--- src/rtl/ring_monitor.sv ---
// ring_monitor
//   Watches the output of an upstream one-hot ring counter (1,2,4,8,1,...).
//   Each clock it encodes the active bit to a binary index, checks that the
//   sample is one-hot and that it is the rotate-left of the previous sample,
//   locks onto the sequence after LOCK_LEN consecutive legal steps, counts
//   completed rotations while locked and latches a fault on any illegal code
//   or step until clr_err is raised.
//
// Ports
//   clk        in   rising-edge clock
//   reset      in   asynchronous, active-high reset
//   ring_in    in   [NUM_BITS]    ring counter output, sampled every edge
//   load_seen  in   upstream load strobe, aligned with the loaded ring_in
//   clr_err    in   leaves FAULT when high at an edge
//   idx        out  [clog2(N)]    index of the set bit of the last sample
//   valid_code out  last sample was exactly one-hot
//   locked     out  monitor is in LOCKED
//   err        out  monitor is in FAULT
//   rot_count  out  [CNT_W]       rotations completed while locked
//   rot_pulse  out  one-cycle strobe per counted rotation
module ring_monitor #(
    parameter int NUM_BITS = 4,
    parameter int LOCK_LEN = 4,
    parameter int CNT_W    = 8
) (
    input  logic                        clk,
    input  logic                        reset,
    input  logic [NUM_BITS-1:0]         ring_in,
    input  logic                        load_seen,
    input  logic                        clr_err,
    output logic [$clog2(NUM_BITS)-1:0] idx,
    output logic                        valid_code,
    output logic                        locked,
    output logic                        err,
    output logic [CNT_W-1:0]            rot_count,
    output logic                        rot_pulse
);

    localparam int IDX_W  = $clog2(NUM_BITS);
    localparam int GOOD_W = $clog2(LOCK_LEN + 1);

    typedef enum logic [1:0] {
        HUNT   = 2'd0,
        SYNC   = 2'd1,
        LOCKED = 2'd2,
        FAULT  = 2'd3
    } state_t;

    state_t              state_q, state_d;
    logic [NUM_BITS-1:0] prev_q, prev_d;
    logic [GOOD_W-1:0]   good_cnt_q, good_cnt_d;
    logic [IDX_W-1:0]    idx_q, idx_d;
    logic                valid_code_q, valid_code_d;
    logic [CNT_W-1:0]    rot_count_q, rot_count_d;
    logic                rot_pulse_q, rot_pulse_d;

    logic                one_hot;
    logic                legal_step;
    logic                wrap;
    logic [IDX_W-1:0]    idx_enc;
    logic [NUM_BITS-1:0] prev_rotl;
    logic [GOOD_W-1:0]   good_inc;

    // Sample classification
    always_comb begin
        one_hot    = $onehot(ring_in);
        prev_rotl  = {prev_q[NUM_BITS-2:0], prev_q[NUM_BITS-1]};
        // A held value can never equal its own rotation when one-hot, so
        // holds fall out as illegal without a separate check.
        legal_step = one_hot && (ring_in == prev_rotl);
        wrap       = prev_q[NUM_BITS-1] && ring_in[0];
        good_inc   = good_cnt_q + GOOD_W'(1);

        idx_enc = '0;
        for (int i = 0; i < NUM_BITS; i++) begin
            if (ring_in[i]) begin
                idx_enc = IDX_W'(i);
            end
        end
    end

    // Next-state and datapath updates
    always_comb begin
        state_d      = state_q;
        good_cnt_d   = good_cnt_q;
        rot_count_d  = rot_count_q;
        rot_pulse_d  = 1'b0;
        prev_d       = ring_in;
        valid_code_d = one_hot;
        idx_d        = one_hot ? idx_enc : '0;

        unique case (state_q)
            HUNT: begin
                if (one_hot) begin
                    state_d    = SYNC;
                    good_cnt_d = '0;
                end
            end
            SYNC: begin
                if (!one_hot) begin
                    state_d    = HUNT;
                    good_cnt_d = '0;
                end else if (load_seen) begin
                    good_cnt_d = '0;
                end else if (legal_step) begin
                    if (good_inc == GOOD_W'(LOCK_LEN)) begin
                        // The wrap on this edge is deliberately not counted.
                        state_d    = LOCKED;
                        good_cnt_d = '0;
                    end else begin
                        good_cnt_d = good_inc;
                    end
                end else begin
                    good_cnt_d = '0;
                end
            end
            LOCKED: begin
                if (!one_hot) begin
                    state_d = FAULT;
                end else if (load_seen) begin
                    // Loaded value is accepted; it becomes prev below.
                    state_d = LOCKED;
                end else if (legal_step) begin
                    if (wrap) begin
                        rot_count_d = rot_count_q + CNT_W'(1);
                        rot_pulse_d = 1'b1;
                    end
                end else begin
                    state_d = FAULT;
                end
            end
            FAULT: begin
                if (clr_err) begin
                    state_d    = HUNT;
                    good_cnt_d = '0;
                end
            end
            default: begin
                state_d = HUNT;
            end
        endcase
    end

    always_ff @(posedge clk or posedge reset) begin
        if (reset) begin
            state_q      <= HUNT;
            prev_q       <= '0;
            good_cnt_q   <= '0;
            idx_q        <= '0;
            valid_code_q <= 1'b0;
            rot_count_q  <= '0;
            rot_pulse_q  <= 1'b0;
        end else begin
            state_q      <= state_d;
            prev_q       <= prev_d;
            good_cnt_q   <= good_cnt_d;
            idx_q        <= idx_d;
            valid_code_q <= valid_code_d;
            rot_count_q  <= rot_count_d;
            rot_pulse_q  <= rot_pulse_d;
        end
    end

    assign idx        = idx_q;
    assign valid_code = valid_code_q;
    assign locked     = (state_q == LOCKED);
    assign err        = (state_q == FAULT);
    assign rot_count  = rot_count_q;
    assign rot_pulse  = rot_pulse_q;

endmodule

--- config.mk ---
export PLATFORM = sky130hd
export DESIGN_NAME = ring_monitor
export DESIGN_NICKNAME = d
export VERILOG_FILES = /design/src/rtl/ring_monitor.sv
export SDC_FILE = /design/constraint.sdc
export NUM_CORES = 1
export LEC_CHECK = 0
export ABC_AREA = 1
export CELL_PAD_IN_SITES_DETAIL_PLACEMENT = 1
export CELL_PAD_IN_SITES_GLOBAL_PLACEMENT = 1
export CORE_MARGIN = 4
export CORE_UTILIZATION = 25
export CTS_CLUSTER_DIAMETER = 30
export DETAILED_ROUTE_END_ITERATION = 10
export DONT_BUFFER_PORTS = 1
export PLACE_DENSITY = 0.53
export SKIP_CTS_REPAIR_TIMING = 1
export SLEW_MARGIN = 0
export SYNTH_ARGS = -nofsm -noshare
export SYNTH_HDL_FRONTEND = slang
export SYNTH_SLANG_ARGS = --single-unit
--- constraint.sdc ---
create_clock -name clk -period 1.7 [get_ports clk]
set_clock_uncertainty 0.15 [all_clocks]
set_input_delay 0.255 -clock clk [delete_from_list [all_inputs] [get_ports clk]]
set_output_delay 0.255 -clock clk [all_outputs]
set_load 0.005 [all_outputs]
# After elaboration in Yosys (flattened, before gate mapping)

Index checks and enable logic that the tools add are counted.

Bitwise gates (word level): 1
Reduce and logical (&&, ||, !) cells: 7
Multiplexer cells: 26
$add $sub $neg: 5
Equal/unequal tests: 12

Operators with widths:

| kind                                          | number |
|---|---|
| two-way mux 2 bit                             | 12 |
| two-way mux 3 bit                             | 6 |
| != test 3 bit, second input constant          | 3 |
| case mux 3 bit (3 select lines)               | 1 |
| adder 8 x 1 -> 8 bit, second input constant   | 1 |
| case mux 2 bit (4 select lines)               | 1 |
| two-way mux 1 bit                             | 6 |
| AND reduction 6 bit                           | 1 |
| AND reduction 5 bit                           | 1 |
| adder 1 x 1 -> 2 bit                          | 2 |
| == test 2 bit, second input constant          | 2 |
| == test 4 bit                                 | 1 |
| != test 2 bit, second input constant          | 2 |
| != test 4 bit, second input constant          | 1 |
| adder 2 x 2 -> 3 bit                          | 1 |
| adder 3 x 1 -> 3 bit, second input constant   | 1 |
| == test 3 x 1 -> 1 bit, second input constant | 1 |
| == test 3 bit, second input constant          | 1 |
| AND reduction 3 bit                           | 1 |
| nonzero test 3 bit                            | 1 |
| == test 2 x 1 -> 1 bit, second input constant | 1 |
| logical AND 1 bit                             | 2 |
| zero test 2 bit                               | 1 |
| NOT 1 bit                                     | 1 |

Output and inout port bits: 14
Bits in registers: 21
Input bits: 8

# Longest topological paths before layout

Gate-level depths: netlist of run 1.

Word-level depth: 8
Gate-level depth with buffers: 14
Gate-level depth less buffers: 14

# Worst setup path before layout of run 1

No wires, ideal clock.

Path kind: input -> register
From: in ring_in[0]
To: reg rot_count_q[3], in the netlist rot_count[3]
Slack: -576 ps
Arrival: 2007 ps
Path buffers: 1
Stages: 12
Library setup time: 119 ps
Cells stage by stage: inv_1 > fa_1 > inv_1 > ha_1 > ha_1 > nor2_2 > nand3_2 > inv_2 > nand3_4 > buf_6 > o21ai_2 > nand2_1

Word-level cells in the longest chain between the ends: 5

RTL lines:

| item                                         | RTL line | RTL |
|---|---|---|
| start, declared                              | 28       | `input logic [NUM_BITS-1:0] ring_in,` |
| adder 1 x 1 -> 2 bit (not written as such) * | 66       | `one_hot = $onehot(ring_in);` |
| adder 2 x 2 -> 3 bit (not written as such) * | 66       |  |
| == test 3 x 1 -> 1 bit *                     | 66       |  |
| net one_hot                                  | 57       | `logic one_hot;` |
| logical AND 1 bit                            | 70       | `legal_step = one_hot && (ring_in == prev_rotl);` |
| AND reduction 5 bit (no source line) *       | --       |  |
| end signal, assigned                         | 159      | `rot_count_q <= rot_count_d;` |
| end, declared                                | 54       | `logic [CNT_W-1:0] rot_count_q, rot_count_d;` |

The timed path passes the listed nets; every way through them passes the cells marked *.
A chain may end at the register's enable or synchronous reset.

==> summary.md, run 1 <==
| Metric | Value |
|---|---|
| Largest net degree at the start of global routing | `16` |
| Final hold vios | `1` |
| Std-Cell Rows | `24` |
| Max clock buf depth | `2` |
| Initial core utilization | `26.4%` |
| Flops & latches, synth | `21` |
| Post-route ant nets | `0` |
| Violated checks | `hold timing, setup timing` |
| DIE HEIGHT | `76.7 um` |
| Max incr delay on CP | `520 ps` |
| Slew HR | `73.1%` |
| Die W | `76.7 um` |
| Peak VDD IR | `0.000443 V` |
| Largest area contributor in the netlist | `dfrtp_1` |
| Via/cell ratio | `4.52` |
| Commonest non-fill, non-tap cell in the layout | `nand2_1` |
| Final setup vio count | `13` |
| Layout cells sized above 1 | `30.9%` |
| Seq/Total Area, Yosys | `44.5%` |
| Nets | `181` |
| Mapped Cells | `144` |
| Worst Setup Start Kind | `input port` |
| Reg area | `526 um^2` |
| Seq pwr share | `43.5%` |
| Post-synthesis cell area | `1180 um^2` |
| Core Util, Final | `34.5%` |
| Global-route wire length before repair | `4840 um` |
| Layout filler cell count | `531` |
| CP Capture Type | `flop` |
| Critical path fanouts, max | `3` |
| Mean post-synth cell area | `8.20 um^2` |
| First DRT Iteration DRCs | `33` |
| Sw Pwr | `0.435 mW` |
| CTS tree | `yes` |
| LEAKAGE | `0.778 nW` |
| Post-DP Area | `1350 um^2` |
| Number of I/O pins | `22` |
| Worst path required time | `1700 ps` |
| Gr usage total | `10.1%` |
| I/O Buffers | `0` |
| Min Clock Period, post-route | `1910 ps` |
| Worst-path cell chain | `inv_8 -> fa_1 -> inv_1 -> ha_2 -> ha_4 -> nor2_4 -> nand2_2 -> nand3_2 -> nand2_2 -> nor2_4 -> nand4_1 -> nand2_1 -> nand2_1` |
| Finished Cell Area | `1540 um^2` |
| Area growth, synth to finish | `30.6%` |
| Worst hold start | `ring_in[0]` |
| Slew Limit Fails | `0` |
| Yosys cell types | `25` |
| Diode count | `0` |
| Yosys warning count | `0` |
| Internal power | `0.880 mW` |
| Multi-input logic area | `651 um^2` |
| Clk slew on worst S/H paths | `70 ps` |
| Most frequent cells in the layout | `nand2_1 (33), dfrtp_1 (21), inv_1 (19), buf_4 (10), nand2_2 (8)` |
| Final period util | `112%` |
| DP HPWL | `2280 um` |
| Setup WS pre-CTS | `-582 ps` |
| Drt total wl | `2900 um` |
| MaxCap Viol Count | `0` |
| Initial antenna violation count | `0` |
| Clock tree root driver cell | `clkbuf_8` |
| Critical setup path kind | `in -> reg` |
| Vias in the first global route | `1021` |
| WP data arrival | `1910 ps` |
| Core area | `4470 um^2` |
| Worst hold path type | `in -> reg` |
| Final WS setup | `-208 ps` |
| Fin Hold WS | `-128 ps` |
| Clk Latency, worst-skew pair | `260 ps` |
| Post-placement cell count | `206` |
| CTS Sinks | `21` |
| Clock network fraction of design power | `24.8%` |
| H-tree depth | `1` |
| Part of the power in combinational logic | `31.7%` |
| Die area | `5890 um^2` |
| Status | `complete, but fails checks` |
| DRC viols | `0` |
| Top cells by area, synth | `dfrtp_1 (44%), nand2_1 (12%), inv_1 (6.7%), ha_1 (6.4%), nand3_1 (3.8%)` |
| Sw frac | `33.1%` |
| Num CTS Buffers | `3` |
| Worst setup startpoint | `ring_in[0]` |
| Unrepaired setup endpoints after global routing | `yes` |
| Worst-margin pin slew | `402 ps` |
| Critical Path Slowest Stage Cell | `fa_1` |
| Non-Filler Instances | `217` |
| P per Cell Area | `852 nW/um^2` |
| Total gr overflow | `0` |
| Post-synthesis net count | `159` |
| DR WL/cell | `13.4 um` |
| DR vias | `981` |
| Fmax | `0.524 GHz` |
| 1st-pass router iterations | `3` |
| Synth top area share | `44.5%` |
| Gp weighted congestion | `0.802` |
| FF-to-FF Start | `good_cnt_q[0]` |
-- worst max-delay path, delay by kind of cell --
kind	cells	cell delay, ps
adders and majority gates	3	930
and+or+nand+nor	8	660
buffers and inverters	2	50
-- cell families after synthesis --
group	count (synthesis)	synth area share, %
and+or+nand+nor	74	29.3
adders and majority gates	7	8.05
buffers and inverters	27	9.22
DFF	21	44.5
AOI/OAI and AO/OA	10	5.19
xor gates and xnor gates	5	3.71
-- stage by stage --
stage | setup TNS [ps] | power [mW]
final | -2220 | 1.31
after global routing | -3790 | 1.43
after CTS | -3070 | 1.27
after detailed placement | -7740 | 0.925
after global placement | -6960 | 0.914
after floorplan | -5640 | 0.812
-- layer usage --
layer,up-vias,wire (um),GRT usage [%]
met5,-,0,0
met4,0,14,2.17
met3,2,164,4.33
met2,17,1480,16.7
met1,470,1240,12.1
li1,492,-,-
-- path summary, 6_finish.rpt --
kind / depth (start not counted) / slack [ps] / end
min in group asynchronous: 2 / 200 / valid_code
setup reg to reg: 9 / -100 / flop
setup / recovery: 13 / -210 / flop
hold reg to reg: 2 / 390 / good_cnt_q[1]
max in group asynchronous: 3 / 710 / idx[1]
hold / removal: 0 / -130 / prev_q[0]
-- final cells by class --
cell class	instances	share of cell area [%]
well taps	52	4.22
repair buffers	17	9.65
inverters	26	6.97
multi-input cells	97	42.2
flip-flops and latches	21	34.1
clock buffers	4	2.92
-- sequential cells by signal, summed over array words and instances, names as in the netlist, named ones only --
signal      flops
state_q         1
rot_count       8
good_cnt_q      3
idx             2
prev_q          4
rot_pulse       1
valid_code      1
-- synthesized netlist by cell type (all sizes together) --
cell type and number:
a22o 1, nand2 42, inv 26, nand3 11, ha 6, nand4 4
dfrtp 21, a21oi 2, xor2 1, nor4 1, o21ai 7, fa 1
nor2 13, or2 1, xnor2 4, nor3 2, buf 1
-- power groups by stage --
stage	clock network [mW]	logic, mW	registers [mW]
2_1_floorplan	0	0.240	0.572
3_3_place_gp	0	0.335	0.579
3_5_place_dp	0	0.344	0.581
4_1_cts	0.349	0.347	0.572
5_1_grt	0.373	0.476	0.578
6_report	0.327	0.417	0.572
No activity file was read; power rests on OpenSTA's default activity.
==> inputs of run 2 (changes only) <==
--- a/config.mk
+++ b/config.mk
@@ -14,7 +14,9 @@
 export DETAILED_ROUTE_END_ITERATION = 10
 export DONT_BUFFER_PORTS = 1
 export PLACE_DENSITY = 0.53
+export SETUP_SLACK_MARGIN = 0.5
 export SKIP_CTS_REPAIR_TIMING = 1
+export SKIP_LAST_GASP = 1
 export SLEW_MARGIN = 0
 export SYNTH_ARGS = -nofsm -noshare
 export SYNTH_HDL_FRONTEND = slang
==> summary.md, run 2 (synthesis gave the netlist of run 1 again) <==
| Metric | Value |
|---|---|
| Seq pwr share | `42.4% (-1.1 points)` |
| Status | `complete, but fails checks` |
| WP data arrival | `1920 ps (about the same)` |
| Num CTS Buffers | `3 (unchanged)` |
| Critical path fanouts, max | `3 (unchanged)` |
| Clk Latency, worst-skew pair | `260 ps (about the same)` |
| Core Util, Final | `35.3% (+0.87 points)` |
| Fmax | `0.521 GHz (-0.65%)` |
| Slew Limit Fails | `0 (unchanged)` |
| Diode count | `0 (unchanged)` |
| Drt total wl | `2940 um (+1.4%)` |
| Clock tree root driver cell | `clkbuf_8` |
| Total gr overflow | `0 (unchanged)` |
| Gp weighted congestion | `0.802 (unchanged)` |
| Sw frac | `33.7% (+0.61 points)` |
| Multi-input logic area | `672 um^2 (+3.3%)` |
| Clk slew on worst S/H paths | `70 ps (about the same)` |
| CTS Sinks | `21 (unchanged)` |
| Nets | `182 (+0.55%)` |
| MaxCap Viol Count | `0 (unchanged)` |
| 1st-pass router iterations | `2 (-1)` |
| DR WL/cell | `13.5 um (+0.95%)` |
| Die W | `76.7 um (unchanged)` |
| Global-route wire length before repair | `4840 um (unchanged)` |
| Unrepaired setup endpoints after global routing | `yes` |
| Largest net degree at the start of global routing | `16 (unchanged)` |
| Peak VDD IR | `0.000458 V (+3.4%)` |
| Gr usage total | `10.1% (unchanged)` |
| Violated checks | `hold timing, setup timing` |
| DRC viols | `0 (unchanged)` |
| Fin Hold WS | `-129 ps (-0.909 ps)` |
| Std-Cell Rows | `24 (unchanged)` |
| Min Clock Period, post-route | `1920 ps (+12.6 ps)` |
| Die area | `5890 um^2 (unchanged)` |
| Buf+Inv Stages, Crit Path | `2 (unchanged)` |
| Critical setup path kind | `in -> reg` |
| Max FFs per register | `8 (unchanged)` |
| Post-route ant nets | `0 (unchanged)` |
| DP HPWL | `2280 um (unchanged)` |
| Area growth, synth to finish | `33.9%` |
| Final WS setup | `-220 ps (-12.6 ps)` |
| Core area | `4470 um^2 (unchanged)` |
| Via/cell ratio | `4.53 (+0.15%)` |
| First DRT Iteration DRCs | `27 (-18%)` |
| Part of the power in combinational logic | `33.8% (+2.1 points)` |
| Layout filler cell count | `529 (-0.38%)` |
| DIE HEIGHT | `76.7 um (unchanged)` |
| H-tree depth | `1 (unchanged)` |
| Number of I/O pins | `22 (unchanged)` |
| Setup_tns | `-2260 ps (-40.8 ps)` |
| DR vias | `987 (+0.61%)` |
| Worst-path cell chain | `inv_8 -> fa_1 -> inv_1 -> ha_2 -> ha_4 -> nor2_4 -> nand2_4 -> nand3_2 -> nand2_2 -> nor2_4 -> nand4_1 -> nand2_1 -> nand2_1` |
| Clock network fraction of design power | `23.8% (-1.0 points)` |
| Initial core utilization | `26.4% (unchanged)` |
| Internal power | `0.913 mW (+3.8%)` |
| Final setup vio count | `13 (unchanged)` |
| CP Capture Type | `flop` |
| P per Cell Area | `871 nW/um^2 (+2.1%)` |
| Largest delay share family, worst path | `adder cells` |
| Initial antenna violation count | `0 (unchanged)` |
| Most frequent cells in the layout | `nand2_1 (31), dfrtp_1 (19), inv_1 (16), buf_4 (9)` |
| I/O Buffers | `0 (unchanged)` |
| Vias in the first global route | `1021 (unchanged)` |
| Reg area | `528 um^2 (+0.48%)` |
| Max clock buf depth | `2 (unchanged)` |
| Commonest non-fill, non-tap cell in the layout | `nand2_1` |
| Power Total | `1.38 mW (+4.7%)` |
| LEAKAGE | `0.789 nW (+1.5%)` |
| Non-Filler Instances | `218 (+0.46%)` |
| Sw Pwr | `0.464 mW (+6.6%)` |
| Worst Setup Start Kind | `input port` |
| Max incr delay on CP | `520 ps (about the same)` |
| Layout cells sized above 1 | `36.7% (+5.8 points)` |
| Worst-margin pin slew | `407 ps (+4.58 ps)` |
| Worst path required time | `1700 ps (about the same)` |
| Final hold vios | `1 (unchanged)` |
| Worst hold path type | `in -> reg` |
| Slew HR | `72.8% (-0.31 points)` |
| Post-placement cell count | `206 (unchanged)` |
| CTS tree | `yes` |
| Final period util | `113% (+0.74 points)` |
| Critical Path Slowest Stage Cell | `fa_1` |
==> run 2: worst reg2reg max path, delay by kind of cell (launching register included) <==
| kind | cells | cell delay [ps] |
|---|---|---|
| flip-flops | 1 | 450 |
| adder cells (fa/ha/maj) | 1 | 240 |
| AND/OR/NAND/NOR | 8 | 870 |
==> run 2: area by class of cell <==
class,instances,share of cell area (%)
inverter,26,6.80
multi-input combinational,97,42.5
timing repair buffer,18,10.4
clock buffer,4,2.85
tap,52,4.11
sequential,21,33.4
==> run 2: stage by stage <==
step                setup WS [ps]  area [um^2]  hold slack (ps)
floorplan                    -509         1220             81.5
global placement             -560         1350            -69.4
detailed placement           -582         1350            -63.5
CTS                          -304         1400             -351
global route                 -331         1580             -150
finish                       -220         1580             -129
==> run 2: power groups by stage <==
| stage | sequential [mW] | combinational [mW] | clock, mW |
|---|---|---|---|
| after floorplan | 0.572 | 0.240 | 0 |
| after global placement | 0.579 | 0.335 | 0 |
| after detailed placement | 0.581 | 0.344 | 0 |
| after CTS | 0.572 | 0.347 | 0.349 |
| after global routing | 0.592 | 0.527 | 0.373 |
| final | 0.584 | 0.465 | 0.328 |
==> run 2: path summary, 6_finish.rpt <==
path | slack, ps | depth (start not counted) | from | endpoint
max | -220 | 13 | ring_in[0] | flop
min | -130 | 0 | ring_in[0] | prev_q[0]
max reg2reg | -110 | 9 | good_cnt_q[0] | flop
min reg2reg | 390 | 2 | good_cnt_q[1] | good_cnt_q[1]
max in group asynchronous | 700 | 3 | reset | asynchronous set/reset pin
min in group asynchronous | 200 | 2 | reset | valid_code
==> run 2: routing by layer <==
metal | vias to the layer above | share of wire [%] | global-route usage, %
met5 | - | 0 | 0
met4 | 0 | 0.48 | 2.17
met3 | 2 | 5.6 | 4.33
met2 | 17 | 52 | 16.7
met1 | 475 | 42 | 12.1
li1 | 493 | - | -
